<file path="src/rtl/scanout_engine.sv">
// Raster scan-out engine: timing generator, upscaled framebuffer addressing,
// latency-aligned pixel/sync output and tear-free front/back buffer swap.
module scanout_engine #(
    parameter int H_ACTIVE    = 640,
    parameter int H_FP        = 16,
    parameter int H_SYNC      = 96,
    parameter int H_BP        = 48,
    parameter int V_ACTIVE    = 480,
    parameter int V_FP        = 10,
    parameter int V_SYNC      = 2,
    parameter int V_BP        = 33,
    parameter int ADDR_W      = 24,
    parameter int SCALE_SHIFT = 0,
    parameter int RD_LAT      = 1,
    parameter int COLOR_MODE  = 0,
    parameter int SYNC_POL    = 0
) (
    input  logic              clk_i,
    input  logic              rst_i,
    input  logic              en_i,
    input  logic [ADDR_W-1:0] base0_i,
    input  logic [ADDR_W-1:0] base1_i,
    input  logic              swap_req_i,
    output logic              front_sel_o,
    output logic              swap_done_o,
    output logic [ADDR_W-1:0] mem_addr_o,
    output logic              mem_rd_o,
    input  logic [7:0]        mem_q_i,
    output logic [23:0]       rgb_o,
    output logic              de_o,
    output logic              hs_o,
    output logic              vs_o,
    output logic              frame_start_o
);

    localparam int H_TOTAL  = H_ACTIVE + H_FP + H_SYNC + H_BP;
    localparam int V_TOTAL  = V_ACTIVE + V_FP + V_SYNC + V_BP;
    localparam int HW       = $clog2(H_TOTAL);
    localparam int VW       = $clog2(V_TOTAL);
    localparam int ROW_STEP = H_ACTIVE >> SCALE_SHIFT;
    localparam int V_MASK   = (1 << SCALE_SHIFT) - 1;
    localparam int PD       = RD_LAT + 2;
    localparam logic SYNC_LVL = 1'(SYNC_POL);

    logic [HW-1:0]        h_cnt_q;
    logic [VW-1:0]        v_cnt_q;
    logic [ADDR_W-1:0]    row_off_q;
    logic [ADDR_W-1:0]    base_q;
    logic [ADDR_W-1:0]    mem_addr_q;
    logic                 mem_rd_q;
    logic                 front_sel_q;
    logic                 pending_q;
    logic                 swap_done_q;
    logic [23:0]          rgb_q;
    // Per-stage flags {de, hs, vs, frame_start}; stage 0 travels with mem_addr.
    logic [PD-1:0][3:0]   pipe_q;

    logic                 h_last;
    logic                 v_last;
    logic                 active;
    logic                 hs_act;
    logic                 vs_act;
    logic                 fs_act;
    logic [ADDR_W-1:0]    base_live;
    logic [ADDR_W-1:0]    base_line;
    logic [ADDR_W-1:0]    addr_d;
    logic [VW-1:0]        v_next;
    logic [3:0]           stage_d;
    logic [23:0]          pix_d;

    always_comb begin
        h_last    = int'(h_cnt_q) == H_TOTAL - 1;
        v_last    = int'(v_cnt_q) == V_TOTAL - 1;
        active    = en_i && (int'(h_cnt_q) < H_ACTIVE) && (int'(v_cnt_q) < V_ACTIVE);
        hs_act    = (int'(h_cnt_q) >= H_ACTIVE + H_FP) && (int'(h_cnt_q) < H_ACTIVE + H_FP + H_SYNC);
        vs_act    = (int'(v_cnt_q) >= V_ACTIVE + V_FP) && (int'(v_cnt_q) < V_ACTIVE + V_FP + V_SYNC);
        fs_act    = active && (h_cnt_q == '0) && (v_cnt_q == '0);
        base_live = front_sel_q ? base1_i : base0_i;
        // The base is captured at column 0 so mid-line writes only affect the next line.
        base_line = (h_cnt_q == '0) ? base_live : base_q;
        addr_d    = base_line + row_off_q + ADDR_W'(h_cnt_q >> SCALE_SHIFT);
        v_next    = v_cnt_q + 1'b1;
        stage_d   = {active, hs_act, vs_act, fs_act};
        if (COLOR_MODE == 1) begin
            pix_d = {mem_q_i[7:5], mem_q_i[7:5], mem_q_i[7:6],
                     mem_q_i[4:2], mem_q_i[4:2], mem_q_i[4:3],
                     {4{mem_q_i[1:0]}}};
        end else begin
            pix_d = {mem_q_i, mem_q_i, mem_q_i};
        end
    end

    always_ff @(posedge clk_i) begin
        if (!rst_i) begin
            h_cnt_q     <= '0;
            v_cnt_q     <= '0;
            row_off_q   <= '0;
            base_q      <= '0;
            mem_addr_q  <= '0;
            mem_rd_q    <= 1'b0;
            front_sel_q <= 1'b0;
            pending_q   <= 1'b0;
            swap_done_q <= 1'b0;
            rgb_q       <= '0;
            pipe_q      <= '0;
        end else if (!en_i) begin
            h_cnt_q     <= '0;
            v_cnt_q     <= '0;
            row_off_q   <= '0;
            mem_rd_q    <= 1'b0;
            swap_done_q <= 1'b0;
            pending_q   <= pending_q | swap_req_i;
            rgb_q       <= '0;
            pipe_q      <= '0;
        end else begin
            swap_done_q <= 1'b0;
            if (h_last) begin
                h_cnt_q <= '0;
                if (v_last) begin
                    v_cnt_q   <= '0;
                    row_off_q <= '0;
                end else begin
                    v_cnt_q <= v_next;
                    if ((int'(v_next) & V_MASK) == 0) begin
                        row_off_q <= row_off_q + ADDR_W'(ROW_STEP);
                    end
                end
            end else begin
                h_cnt_q <= h_cnt_q + 1'b1;
            end

            if (h_cnt_q == '0) begin
                base_q <= base_live;
            end

            if (h_last && v_last && (pending_q || swap_req_i)) begin
                front_sel_q <= ~front_sel_q;
                pending_q   <= 1'b0;
                swap_done_q <= 1'b1;
            end else begin
                pending_q <= pending_q | swap_req_i;
            end

            mem_rd_q <= active;
            if (active) begin
                mem_addr_q <= addr_d;
            end

            pipe_q <= {pipe_q[PD-2:0], stage_d};
            rgb_q  <= pipe_q[RD_LAT][3] ? pix_d : '0;
        end
    end

    assign front_sel_o   = front_sel_q;
    assign swap_done_o   = swap_done_q;
    assign mem_addr_o    = mem_addr_q;
    assign mem_rd_o      = mem_rd_q;
    assign rgb_o         = rgb_q;
    assign de_o          = pipe_q[PD-1][3];
    assign hs_o          = pipe_q[PD-1][2] ? SYNC_LVL : ~SYNC_LVL;
    assign vs_o          = pipe_q[PD-1][1] ? SYNC_LVL : ~SYNC_LVL;
    assign frame_start_o = pipe_q[PD-1][0];

endmodule

</file>
<file path="config.mk">
export PLATFORM = sky130hd
export DESIGN_NAME = scanout_engine
export DESIGN_NICKNAME = d
export VERILOG_FILES = /design/src/rtl/scanout_engine.sv
export SDC_FILE = /design/constraint.sdc
export NUM_CORES = 1
export LEC_CHECK = 0
export BUFFER_PORTS_ARGS = -buffer_cell sky130_fd_sc_hd__buf_2
export CAP_MARGIN = 20
export CORE_MARGIN = 5
export CORE_UTILIZATION = 45
export CTS_CLUSTER_SIZE = 10
export DETAILED_ROUTE_END_ITERATION = 6
export PLACE_DENSITY = 0.64
export SLEW_MARGIN = 15
export SYNTH_ARGS = -nofsm -noshare
export SYNTH_HDL_FRONTEND = slang
export SYNTH_SLANG_ARGS = --single-unit
</file>
<file path="constraint.sdc">
create_clock -name clk_i -period 5.8 [get_ports clk_i]
set_input_delay 0.87 -clock clk_i [delete_from_list [all_inputs] [get_ports clk_i]]
set_output_delay 0.87 -clock clk_i [all_outputs]
set_load 0.05 [all_outputs]
</file>
After elaboration in Yosys (flattened, before gate mapping)
Cells that the tools add are included.

Logic and storage cells: 55. Bits in read-only memories: 0. Bits in writable memories: 0. Output and inout bits: 55. Memories: 0. Input bits: 60. Bits in latches: 0. Register bits: 132.

$add $sub $neg: 5. Mux-type cells: 9. Div/mod/pow operators: 0. Order comparisons: 6. Eq/ne operators: 2. Shift operators: 0. Multiply operators: 0. Reduce and logical (&&, ||, !) cells: 16. Bitwise logic cells: 4.

Operators with widths (number): 24-bit two-way mux (3); 24-bit by 10-bit adder with 24-bit output (1); 24-bit by 10-bit adder with 24-bit output, second input constant (1); 24-bit adder (1); 10-bit by 1-bit adder with 10-bit output, second input constant (2); 10-bit zero test (2); 10-bit < comparator, second input constant (2); 10-bit by 9-bit < comparator with 1-bit output, second input constant (2); 10-bit == test, second input constant (1); 10-bit by 9-bit == test with 1-bit output, second input constant (1); 10-bit greater-or-equal comparator, second input constant (1); 10-bit by 9-bit greater-or-equal comparator with 1-bit output, second input constant (1); 10-bit two-way mux (1); 1-bit logical AND (8); 2-bit AND reduction (3); 1-bit two-way mux (5); 1-bit inverter (3); 3-bit AND reduction (1); 3-bit OR reduction (1); 1-bit logical OR (1); 1-bit bitwise OR (1).

Longest topological paths before layout
Gate-level depths: netlist (run 1).

Word-level depth: 5. Gate-level depth with buffers: 18. Depth with buffers taken out: 16.

Worst setup path before layout (run 1)
No wires, ideal clock.

Path type: register to register. Start point: reg front_sel_q (netlist: front_sel_o). End point: reg mem_addr_q[18] (netlist: mem_addr_o[18]). Setup time: 86 ps. Arrival: 4009 ps. Buffers on the path: 3. Setup slack: 1706 ps. Required time: 5714 ps. Stages on the path, launching flop included: 15. Clock period less this slack: 4094 ps. Cell sequence: dfxtp_1 > buf_2 > buf_1 > mux2i_1 > o21ai_0 > fa_1 > ha_1 > clkbuf_1 > nand3_1 > o211ai_1 > and2_1 > or4b_1 > a31oi_1 > xor2_1 > a211oi_1.

Cells in the longest elaborated chain, start to end: 4.

RTL lines: from (decl) (RTL line 51) `logic front_sel_q;`; from (signal assigned) (RTL line 137) `front_sel_q <= ~front_sel_q;`; 24-bit two-way mux (RTL line 78) `base_live = front_sel_q ? base1_i : base0_i;`; 24-bit two-way mux; via base_line[9] (RTL line 65) `logic [ADDR_W-1:0] base_line;`; 24-bit adder (RTL line 81) `addr_d = base_line + row_off_q + ADDR_W'(h_cnt_q >> SCALE_SHIFT);`; 24-bit by 10-bit adder with 24-bit output (RTL line 81); to (signal assigned) (RTL line 146) `mem_addr_q <= addr_d;`; to (decl) (RTL line 49) `logic [ADDR_W-1:0] mem_addr_q;`.

The timed path passes the listed nets, and every way through them passes these cells. A chain may end at the register's enable or synchronous reset.

Worst setup path after layout (run 1)
Start point: reg h_cnt_q[5]. End point: reg mem_addr_q[18] (netlist: mem_addr_o[18]).

Cells in the longest elaborated chain, start to end: 4. Elaborated cells between the ends (all ways): 8. Classes of those cells: 2 x add/sub; 1 x order compare; 1 x mux; 4 x reduce/logical.

RTL lines: from (decl) (RTL line 45) `logic [HW-1:0] h_cnt_q;`; from (signal assigned) (RTL line 129) `h_cnt_q <= h_cnt_q + 1'b1;`; 10-bit zero test (RTL line 80) `base_line = (h_cnt_q == '0) ? base_live : base_q;`; 24-bit two-way mux; via base_line[7] (RTL line 65); 24-bit adder (RTL line 81); 24-bit by 10-bit adder with 24-bit output (RTL line 81).

The timed path passes the listed nets, and every way through them passes these cells.

==> run metrics, run 1 <==
fmax about 220 MHz; root buf cell clkbuf_16; placer congestion estimate 0.8760; startpoint kind of the worst setup timing path flip-flop; H-Tree Level Count 3; post-cts gate resize count 0; placed wire-length estimate after detailed placement 10750 um; final number of max-transition violations 0; crit path max fanout 36; Die Wd 125.4 um; class of the tightest hold or removal check reg -> reg; antenna-violating nets left 0; peak supply drop 0.0001255 V; layer with the highest usage met2; syn avg cell area 8.595 sq um; maximum number of buffers from clock root to sink 2; P&R area growth vs syn 14.41%; sinks on the clock net 108; fraction of layout cells with a size suffix above 1 between 10% and 20%; clock tree from TritonCTS done; number of antenna violations at the first check in global routing 0; critical path required time 6.06 ns; number of DRC violations after detailed-routing iteration 0 around 270; clock latency on the worst-skew pair ~0.35 ns; Post-Syn Instances 697; CTS Buf Count 9; met1 layer usage reported by global route 24.84%; syn_nets 808; GR Layer Usage met2 26.32%; first-pass detailed-route iteration total 4; largest area contributor in the synthesized netlist dfxtp_1; wire length of the first global-routing pass ~23000 um; fraction of the cycle the final worst path needs 77.16%; async set-reset flop share out of synthesis 0%; Post-Route Hold Slack 0.4464 ns; total number of yosys warnings 0; number of synthesized flops with an enable pin 0; row count 42; final hold violation count 0; count of maximum capacitance violations 0; Setup Fix Bufs, Post-CTS 0; power per cell area 231.0 nW/um^2; headroom to the max-slew limit 33.82%; Seq/Total Area, Yosys between 30 and 40%; number of nets in the layout around 890; top_reg_cell synth dfxtp_1; share of the synthesized area in the top cell type 36.09%; wire length per cell 14.42 um; min Tclk post-route 4.475 ns; number of global-route vias before repair a little under 5000; final routed DRC violation total 0; Layout Skew about 0.0077 ns; I/O pin total roughly 120; met3 usage a little under 4%; vias per std cell 5.267; Slew @ Worst Pin 0.9927 ns; unrepaired setup endpoints after global routing no; post-synth design cell area about 6000 sq um; All-Layer GR Usage about 18%; Reg clk slew, reported paths 0.07 ns; Core Area 13140 sq um; main area contributors after synthesis dfxtp_1, ha_1, mux2i_1, nor2_1, nand2_1; Seq cells post-synth 108; Post-Route Setup TNS 0 ns; DR vias about 5100; leakage power total 2.986 nW; multi-input combinational cell area 3511 sq um; Initial Utilization 45.60%; maximum number of pins on one net before global-route repair 40; overflow left after global routing 0; wire length after detailed routing 13850 um; combined flip-flop and latch cell area 2162 sq um; diodes inserted 0; run status finished, final reports clean; die outline area ~16000 sq um; Final Setup Violations 0; Die Height 125.4 um; signal arrival time at the worst endpoint 4.73 ns; Fillers 1257; CP Class reg -> reg; Hold-fix buffers, CTS 0; Netlist cell types between 40 and 50; Critical Path End Type flip-flop; Port Buffers around 110
## per-stage QoR
step / util (%) / area (sq um) / setup WS [ns] / cells / power (W)
finish: 52.17 / 6854 / 1.325 / 961 / 0.001583
global route: 52.17 / 6854 / 0.9530 / 961 / 0.001661
CTS: 52.09 / 6843 / 1.352 / 960 / 0.001599
detailed placement: 50.03 / 6573 / 1.370 / 945 / 0.001027
global placement: 50.03 / 6573 / 1.531 / 945 / 0.001025
floorplan: - / 5991 / 1.706 / 697 / 0.0009620
## report_power, final
part / total, W / internal, W / switching [W]
combinational: 0.000233 / 0.0000788 / 0.000154
sequential: 0.000780 / 0.000767 / 0.0000126
clock: 0.000570 / 0.000311 / 0.000259
total: 0.00158 / 0.00116 / 0.000426
## worst max-delay path, cell delays in order, from the launching register on
cell and delay (ns):
dfxtp_1 0.39, nor4_1 0.29, nand4_1 0.44, buf_4 0.42, o21ai_0 0.32, fa_1 0.47, ha_1 0.35, a21oi_1 0.19
o211ai_1 0.14, and2_1 0.20, or4b_1 0.56, a31oi_1 0.25, xor2_1 0.10, a211oi_1 0.26
## area by class of cell
| type | instances | share of cell area, % |
|---|---|---|
| clock buffers | 13 | 3.797 |
| clock inverters | 2 | 0.1460 |
| inverters | 19 | 1.041 |
| multi-input cells | 523 | 51.22 |
| flip-flops and latches | 108 | 31.54 |
| well taps | 176 | 3.213 |
| repair buffers | 120 | 9.036 |
## Yosys cell counts, types with 9 or more instances
library cell,count
a21oi_1,37
and2_1,11
and3_1,14
buf_4,17
clkbuf_1,19
dfxtp_1,108
ha_1,47
inv_1,19
mux2i_1,49
nand2_1,72
nand3_1,20
nand4_1,13
nor2_1,82
o21ai_0,45
or3_1,9
xnor2_1,19
xor2_1,25
## path summary, 6_finish.rpt
kind	start	endpoint	slack [ns]	cells past startpoint
setup / recovery	h_cnt_q[5]	mem_addr_o[18]	1.32	13
hold / removal	mem_addr_o[23]	mem_addr_o[23]	0.45	2
setup reg to reg	h_cnt_q[5]	mem_addr_o[18]	1.32	13
hold reg to reg	mem_addr_o[23]	mem_addr_o[23]	0.45	2
## registers in the layout, indices dropped and copies added (netlist names), 8 cells and up
signal,cells
base_q,24
v_cnt_q,10
h_cnt_q,10
mem_addr_o,24
pipe_q,9
row_off_q,17
rgb_o,8
## placed cells by master, fill, tap and decap left out, types with 5 or more instances in the layout
| cell type | instances |
|---|---|
| ha_1 | 47 |
| clkbuf_16 | 9 |
| xor2_1 | 25 |
| and2_1 | 11 |
| dfxtp_1 | 108 |
| xnor2_1 | 19 |
| a21oi_1 | 37 |
| or3_1 | 9 |
| nor3_1 | 7 |
| and3_1 | 14 |
| inv_1 | 19 |
| o21ai_1 | 6 |
| nand3_1 | 20 |
| o21ai_0 | 45 |
| buf_2 | 114 |
| nand2_1 | 72 |
| o211ai_1 | 7 |
| buf_4 | 5 |
| nand4_1 | 13 |
| mux2i_1 | 49 |
| a211oi_1 | 7 |
| nor2_1 | 82 |
## metal layers
layer  share of wire, %  vias to the layer above
li1                   -                     2588
met1                 49                     2307
met2                 43                      143
met3                5.9                       24
met4                2.5                        0
met5                  0                        -
## logic make-up (layout without fill, tap and decap cells)
kind of cell / after synthesis / after routing / share of synthesized area [%]
buffers and inverters: 66 / 154 / 5.305
multiplexers: 49 / 49 / 8.187
AO/OA/AOI/OAI: 127 / 127 / 12.72
adder cells (fa/ha/maj): 51 / 51 / 11.15
flip-flops: 108 / 108 / 36.09
XOR/XNOR: 44 / 44 / 6.433
AND/OR/NAND/NOR: 252 / 252 / 20.11
Power figures use the tool's default switching activity.
==> run 2, diff against run 1 <==
==> constraint.sdc (replaced) <==
create_clock -name clk_i -period 4.6 [get_ports clk_i]
set_input_delay 0.69 -clock clk_i [delete_from_list [all_inputs] [get_ports clk_i]]
set_output_delay 0.69 -clock clk_i [all_outputs]
set_load 0.05 [all_outputs]
==> run 2 against run 1 <==
Effect of this change:
- global-route usage hardly changed
- wire length shrank 0.25%
- non-clock buffer count grew 1
- critical path depth unchanged
- flip-flop and latch count is the same
- combinational power grew 27%
- worst setup slack worse by 0.77 ns
- worst hold slack about the same
- count of clock-buffer cells in the layout is 1 lower
- sequential share of layout area down 0.32 points
- final area increased by 1.0%
- critical path type unchanged
==> run metrics, run 2 (synthesized netlist as in run 1, its figures left out) <==
root buf cell clkbuf_16; Fillers approximately 1200; I/O pin total 115; unrepaired setup endpoints after global routing no; count of maximum capacitance violations 0; startpoint kind of the worst setup timing path flip-flop; placed wire-length estimate after detailed placement between 10000 and 15000 um; placer congestion estimate 0.8232; diodes inserted 0; Setup Fix Bufs, Post-CTS 0; post-cts gate resize count 0; Port Buffers 114; min Tclk post-route 4.042 ns; Die Height 125.4 um; Hold-fix buffers, CTS 0; Post-Route Hold Slack 0.4459 ns; Layout Skew approximately 0.0074 ns; leakage power total 3.023 nW; antenna-violating nets left 0; most common cell after layout, fill and taps aside buf_2; CP Class reg -> reg; die outline area around 16000 sq um; number of antenna violations at the first check in global routing 0; final routed DRC violation total 0; Final Setup Violations 0; H-Tree Level Count 3; fraction of the cycle the final worst path needs 87.88%; power per cell area roughly 300 nW/um^2; Initial Utilization 45.60%; CTS Buf Count 9; DR vias about 5000; Core Area around 13000 sq um; row count 42; maximum number of pins on one net before global-route repair between 50 and 60; All-Layer GR Usage between 15 and 20%; final number of max-transition violations 0; fmax roughly 250 MHz; wire length per cell 14.35 um; clock tree from TritonCTS done; Critical Path End Type flip-flop; Post-Route Setup TNS 0 ns; wire length of the first global-routing pass 23260 um; Die Wd 125.4 um; crit path max fanout 50; number of global-route vias before repair between 4000 and 5000; signal arrival time at the worst endpoint 4.30 ns; run status finished, final reports clean; top library cells by usage in the layout, fill and taps aside buf_2, dfxtp_1, nor2_1, nand2_1, mux2i_1; combined flip-flop and latch cell area 2162 sq um; P&R area growth vs syn 15.58%; overflow left after global routing 0; wire length after detailed routing between 10000 and 15000 um; multi-input combinational cell area 3511 sq um; critical path required time roughly 5 ns; fraction of layout cells with a size suffix above 1 18.17%; peak supply drop between 0.00015 and 0.0002 V; number of DRC violations after detailed-routing iteration 0 274; headroom to the max-slew limit 30.38%; Reg clk slew, reported paths 0.07 ns; sinks on the clock net about 110; final hold violation count 0; vias per std cell 5.167; number of nets in the layout 893; clock latency on the worst-skew pair between 0.3 and 0.4 ns; Util after Layout 52.70%; maximum number of buffers from clock root to sink 2; first-pass detailed-route iteration total 4; Slew @ Worst Pin approximately 1.0 ns; class of the tightest hold or removal check reg -> reg
-- run 2: changes by cell type in the layout (fill, tap and decap cells not counted), sizes merged --
cell and change:
buf +1, bufinv +2, clkbuf -1
-- run 2: per-stage QoR --
stage	cell area, sq um	worst slack [ns]	std cells	power [W]
after global routing	6924	0.2184	963	0.002234
final	6924	0.5575	963	0.002136
after global placement	6588	0.7316	947	0.001295
after detailed placement	6588	0.6160	947	0.001300
after floorplan	5991	0.5059	697	0.001213
after CTS	6924	0.5577	963	0.002158
-- run 2: worst max-delay path, stage by stage (launching register included) --
cell	delay, ns
dfxtp_1	0.39
nor4_1	0.31
nand4_1	0.12
buf_4	0.28
o21ai_0	0.35
fa_1	0.48
ha_1	0.36
a21oi_1	0.19
o211ai_1	0.15
and2_1	0.21
or4b_1	0.56
a31oi_1	0.23
xor2_1	0.09
a211oi_1	0.22
-- run 2: area by class of cell --
class	instances	area share, %
clock buffers	12	3.849
inverters	19	1.030
clock inverters	4	1.012
multi-input cells	523	50.70
flip-flops and latches	108	31.23
well taps	176	3.180
repair buffers	121	8.999
-- run 2: final timing paths --
kind	startpoint	endpoint	slack, ns	depth (start not counted)
setup / recovery	h_cnt_q[5]	mem_addr_o[18]	0.56	13
hold / removal	mem_addr_o[17]	mem_addr_o[17]	0.45	2
setup reg to reg	h_cnt_q[5]	mem_addr_o[18]	0.56	13
hold reg to reg	mem_addr_o[17]	mem_addr_o[17]	0.45	2
-- run 2: routing by layer --
metal / global-route usage [%] / share of wire, % / vias up
met2: 27.27 / 44 / 107
met4: 5.485 / 1.3 / 0
met3: 3.369 / 5.2 / 12
met1: 25.11 / 50 / 2272
met5: 0 / 0 / -
li1: - / - / 2585
-- run 2: where the power goes --
| group | internal, W | leakage [nW] | switching (W) |
|---|---|---|---|
| clock network | 0.000520 | 0.169 | 0.000337 |
| registers | 0.000967 | 0.879 | 0.0000162 |
| logic | 0.000101 | 1.98 | 0.000195 |
==> run 3, diff against run 2 <==
--- a/config.mk
+++ b/config.mk
@@ -5,13 +5,14 @@
 export SDC_FILE = /design/constraint.sdc
 export NUM_CORES = 1
 export LEC_CHECK = 0
+export ABC_AREA = 1
 export BUFFER_PORTS_ARGS = -buffer_cell sky130_fd_sc_hd__buf_2
 export CAP_MARGIN = 20
-export CORE_MARGIN = 5
 export CORE_UTILIZATION = 45
+export CTS_BUF_LIST = sky130_fd_sc_hd__clkbuf_2
 export CTS_CLUSTER_SIZE = 10
 export DETAILED_ROUTE_END_ITERATION = 6
-export PLACE_DENSITY = 0.64
+export PLACE_DENSITY = 0.63
 export SLEW_MARGIN = 15
 export SYNTH_ARGS = -nofsm -noshare
 export SYNTH_HDL_FRONTEND = slang
==> run 3 against run 2 <==
Effect of this change:
- global-route usage grew 5.1 points
- non-clock buffer count shrank 2
- synthesized cell count grew 54%
- via count grew 35%
- clock skew grew 0.018 ns
- die area grew 2.4%
- flip-flop and latch count is the same
- first-iteration DRC count grew 59%
- worst hold slack lost 0.24 ns
- critical path type unchanged
==> run metrics, run 3 <==
wire length per cell 12.99 um; overflow left after global routing 0; async set-reset flop share out of synthesis 0%; first-pass detailed-route iteration total 7; crit path max fanout 27; maximum number of buffers from clock root to sink 2; number of DRC violations after detailed-routing iteration 0 roughly 440; run status finished, final reports clean; Post-Syn Instances 1072; Final Setup Violations 0; sinks on the clock net 108; fmax 270.0 MHz; Reg clk slew, reported paths 0.30 ns; Critical Path End Type flip-flop; Core Area 15200 sq um; Die Height 126.9 um; placed wire-length estimate after detailed placement ~13000 um; switching power share of the total 34.94%; placer congestion estimate 0.8825; root buf cell clkbuf_2; startpoint kind of the worst setup timing path flip-flop; clock tree from TritonCTS done; count of maximum capacitance violations 0; Post-Route Setup TNS 0 ns; Netlist cell types 41; min Tclk post-route 3.704 ns; wire length after detailed routing 17560 um; most common cell after layout, fill and taps aside nand2_1; total number of yosys warnings 0; headroom to the max-slew limit 45.99%; commonest cells in the netlist nand2_1, nor2_1, inv_1, dfxtp_1, nand3_1; final standard cell count with taps included and fillers excluded 1352; number of global-route vias before repair just over 6000; die outline area around 16000 sq um; Slew @ Worst Pin 0.8052 ns; final routed DRC violation total 0; main area contributors after synthesis dfxtp_1, nand2_1, nor2_1, inv_1, ha_1; syn_nets 1183; DR vias 6727; CTS Buf Count 9; H-Tree Level Count 3; top_reg_cell synth dfxtp_1; proportion of power drawn by flip-flops and latches a little under three fifths; critical path required time 5.19 ns; syn avg cell area 6.548 sq um; largest area contributor in the synthesized netlist dfxtp_1; vias per std cell 4.976; unrepaired setup endpoints after global routing no; worst-case setup margin in the final layout 0.8962 ns; Die Wd 126.9 um; total internal power 0.001184 W; Setup Fix Bufs, Post-CTS 0; worst setup slack before clock tree synthesis 0.9259 ns; class of the tightest hold or removal check in -> reg; net switching power figure 0.0006358 W; Port Buffers 114; fraction of the cycle the final worst path needs 80.52%; number of antenna violations at the first check in global routing 1; power per cell area about 240 nW/um^2; Fillers 1609; I/O pin total 115; maximum number of pins on one net before global-route repair 47; startpoint of the worst register-to-register path front_sel_o; signal arrival time at the worst endpoint roughly 4.3 ns; number of nets in the layout 1269; clock power share 22.7%; All-Layer GR Usage 22.79%; startpoint of the most critical hold path mem_q_i[7]; post-cts gate resize count 0; fraction of layout cells with a size suffix above 1 14.45%; Seq/Total Area, Yosys 30.80%; cell with the most instances after synthesis nand2_1; Initial Utilization 46.17%; P&R area growth vs syn 9.519%; clock latency on the worst-skew pair 0.64 ns; CP Class reg -> reg; peak supply drop 0.0002175 V; share of the synthesized area in the top cell type 30.80%; wire length of the first global-routing pass 29100 um; Hold-fix buffers, CTS 0; leakage power total roughly 4.1 nW; number of cells after detailed placement 1335; final hold violation count 0; post-synth design cell area 7019 sq um; final number of max-transition violations 0; row count 45; timing startpoint of the critical path front_sel_o; top library cells by usage in the layout, fill and taps aside nand2_1, nor2_1, inv_1, buf_2, dfxtp_1; number of synthesized flops with an enable pin 0; Layout Skew between 0.02 and 0.03 ns; Seq cells post-synth 108; Comb pwr share 22.3%; antenna-violating nets left 0
## run 3: cell count changes after synthesis, sizes merged, moves of 11 or more
cell,before,now
xnor2,19,3
and3,14,0
mux2i,49,0
and2,11,0
nand2,72,264
xor2,25,14
inv,19,162
a31oi,3,23
nor2,82,188
nand3,20,63
## run 3: power by group through the flow
| stage | Combinational (W) | Clock [W] | Sequential [W] |
|---|---|---|---|
| floorplan | 0.000235 | 0 | 0.00108 |
| global placement | 0.000404 | 0 | 0.00102 |
| detailed placement | 0.000404 | 0 | 0.00102 |
| CTS | 0.000408 | 0.000441 | 0.00100 |
| global route | 0.000454 | 0.000469 | 0.00101 |
| finish | 0.000406 | 0.000414 | 0.00100 |
## run 3: cell families after synthesis
group                    Yosys count  synth area share, %
AO/OA/AOI/OAI                    128                11.35
XOR/XNOR                          17                2.121
adder cells (fa/ha/maj)           51                9.519
buffers and inverters            207                12.67
flip-flops                       108                30.80
AND/OR/NAND/NOR                  561                33.53
## run 3: routing by layer
layer	global-route usage, %	vias to the layer above	routed length, um
li1	-	3541	-
met1	31.00	3009	8593
met2	37.17	153	7829
met3	4.344	24	872
met4	5.532	0	267
met5	0	-	0
## run 3: worst paths after layout
check,end,slack (ns),cells past startpoint
setup / recovery,mem_addr_o[17],0.90,18
hold / removal,rgb_o[15],0.20,3
setup reg to reg,mem_addr_o[17],0.90,18
hold reg to reg,pipe_q[6],0.43,2
## run 3: area by class of cell
cell class / instances / area (sq um) / area share, %
Multi-Input combinational cell: 757 / 3973 / 51.68
Sequential cell: 108 / 2162 / 28.12
Inverter: 163 / 614.3 / 7.992
Timing Repair Buffer: 119 / 608.1 / 7.910
Tap cell: 188 / 235.2 / 3.060
Clock inverter: 7 / 47.55 / 0.6185
Clock buffer: 9 / 45.04 / 0.5859
Antenna cell: 1 / 2.502 / 0.03255
## run 3: worst max-delay path, stage by stage (launching register included)
cell,delay (ns)
dfxtp_1,0.38
buf_4,0.27
clkinv_1,0.71
nand2_1,0.27
a31oi_2,0.13
ha_1,0.32
ha_1,0.16
inv_1,0.05
fa_1,0.39
inv_1,0.12
nand3_1,0.08
nand3_1,0.18
nand2_1,0.08
nand3_1,0.15
nand2_1,0.10
nand3_1,0.09
nand3_1,0.07
nand2_1,0.07
inv_1,0.03
## run 3: through the flow
| step | total power (W) | area, sq um | util, % | hold slack (ns) |
|---|---|---|---|---|
| after floorplan | 0.001318 | 7019 | - | 0.3936 |
| after global placement | 0.001421 | 7592 | 49.94 | 0.3948 |
| after detailed placement | 0.001421 | 7592 | 49.94 | 0.3996 |
| after CTS | 0.001849 | 7685 | 50.55 | 0.1397 |
| after global routing | 0.001929 | 7687 | 50.57 | 0.1336 |
| final | 0.001820 | 7687 | 50.57 | 0.2027 |
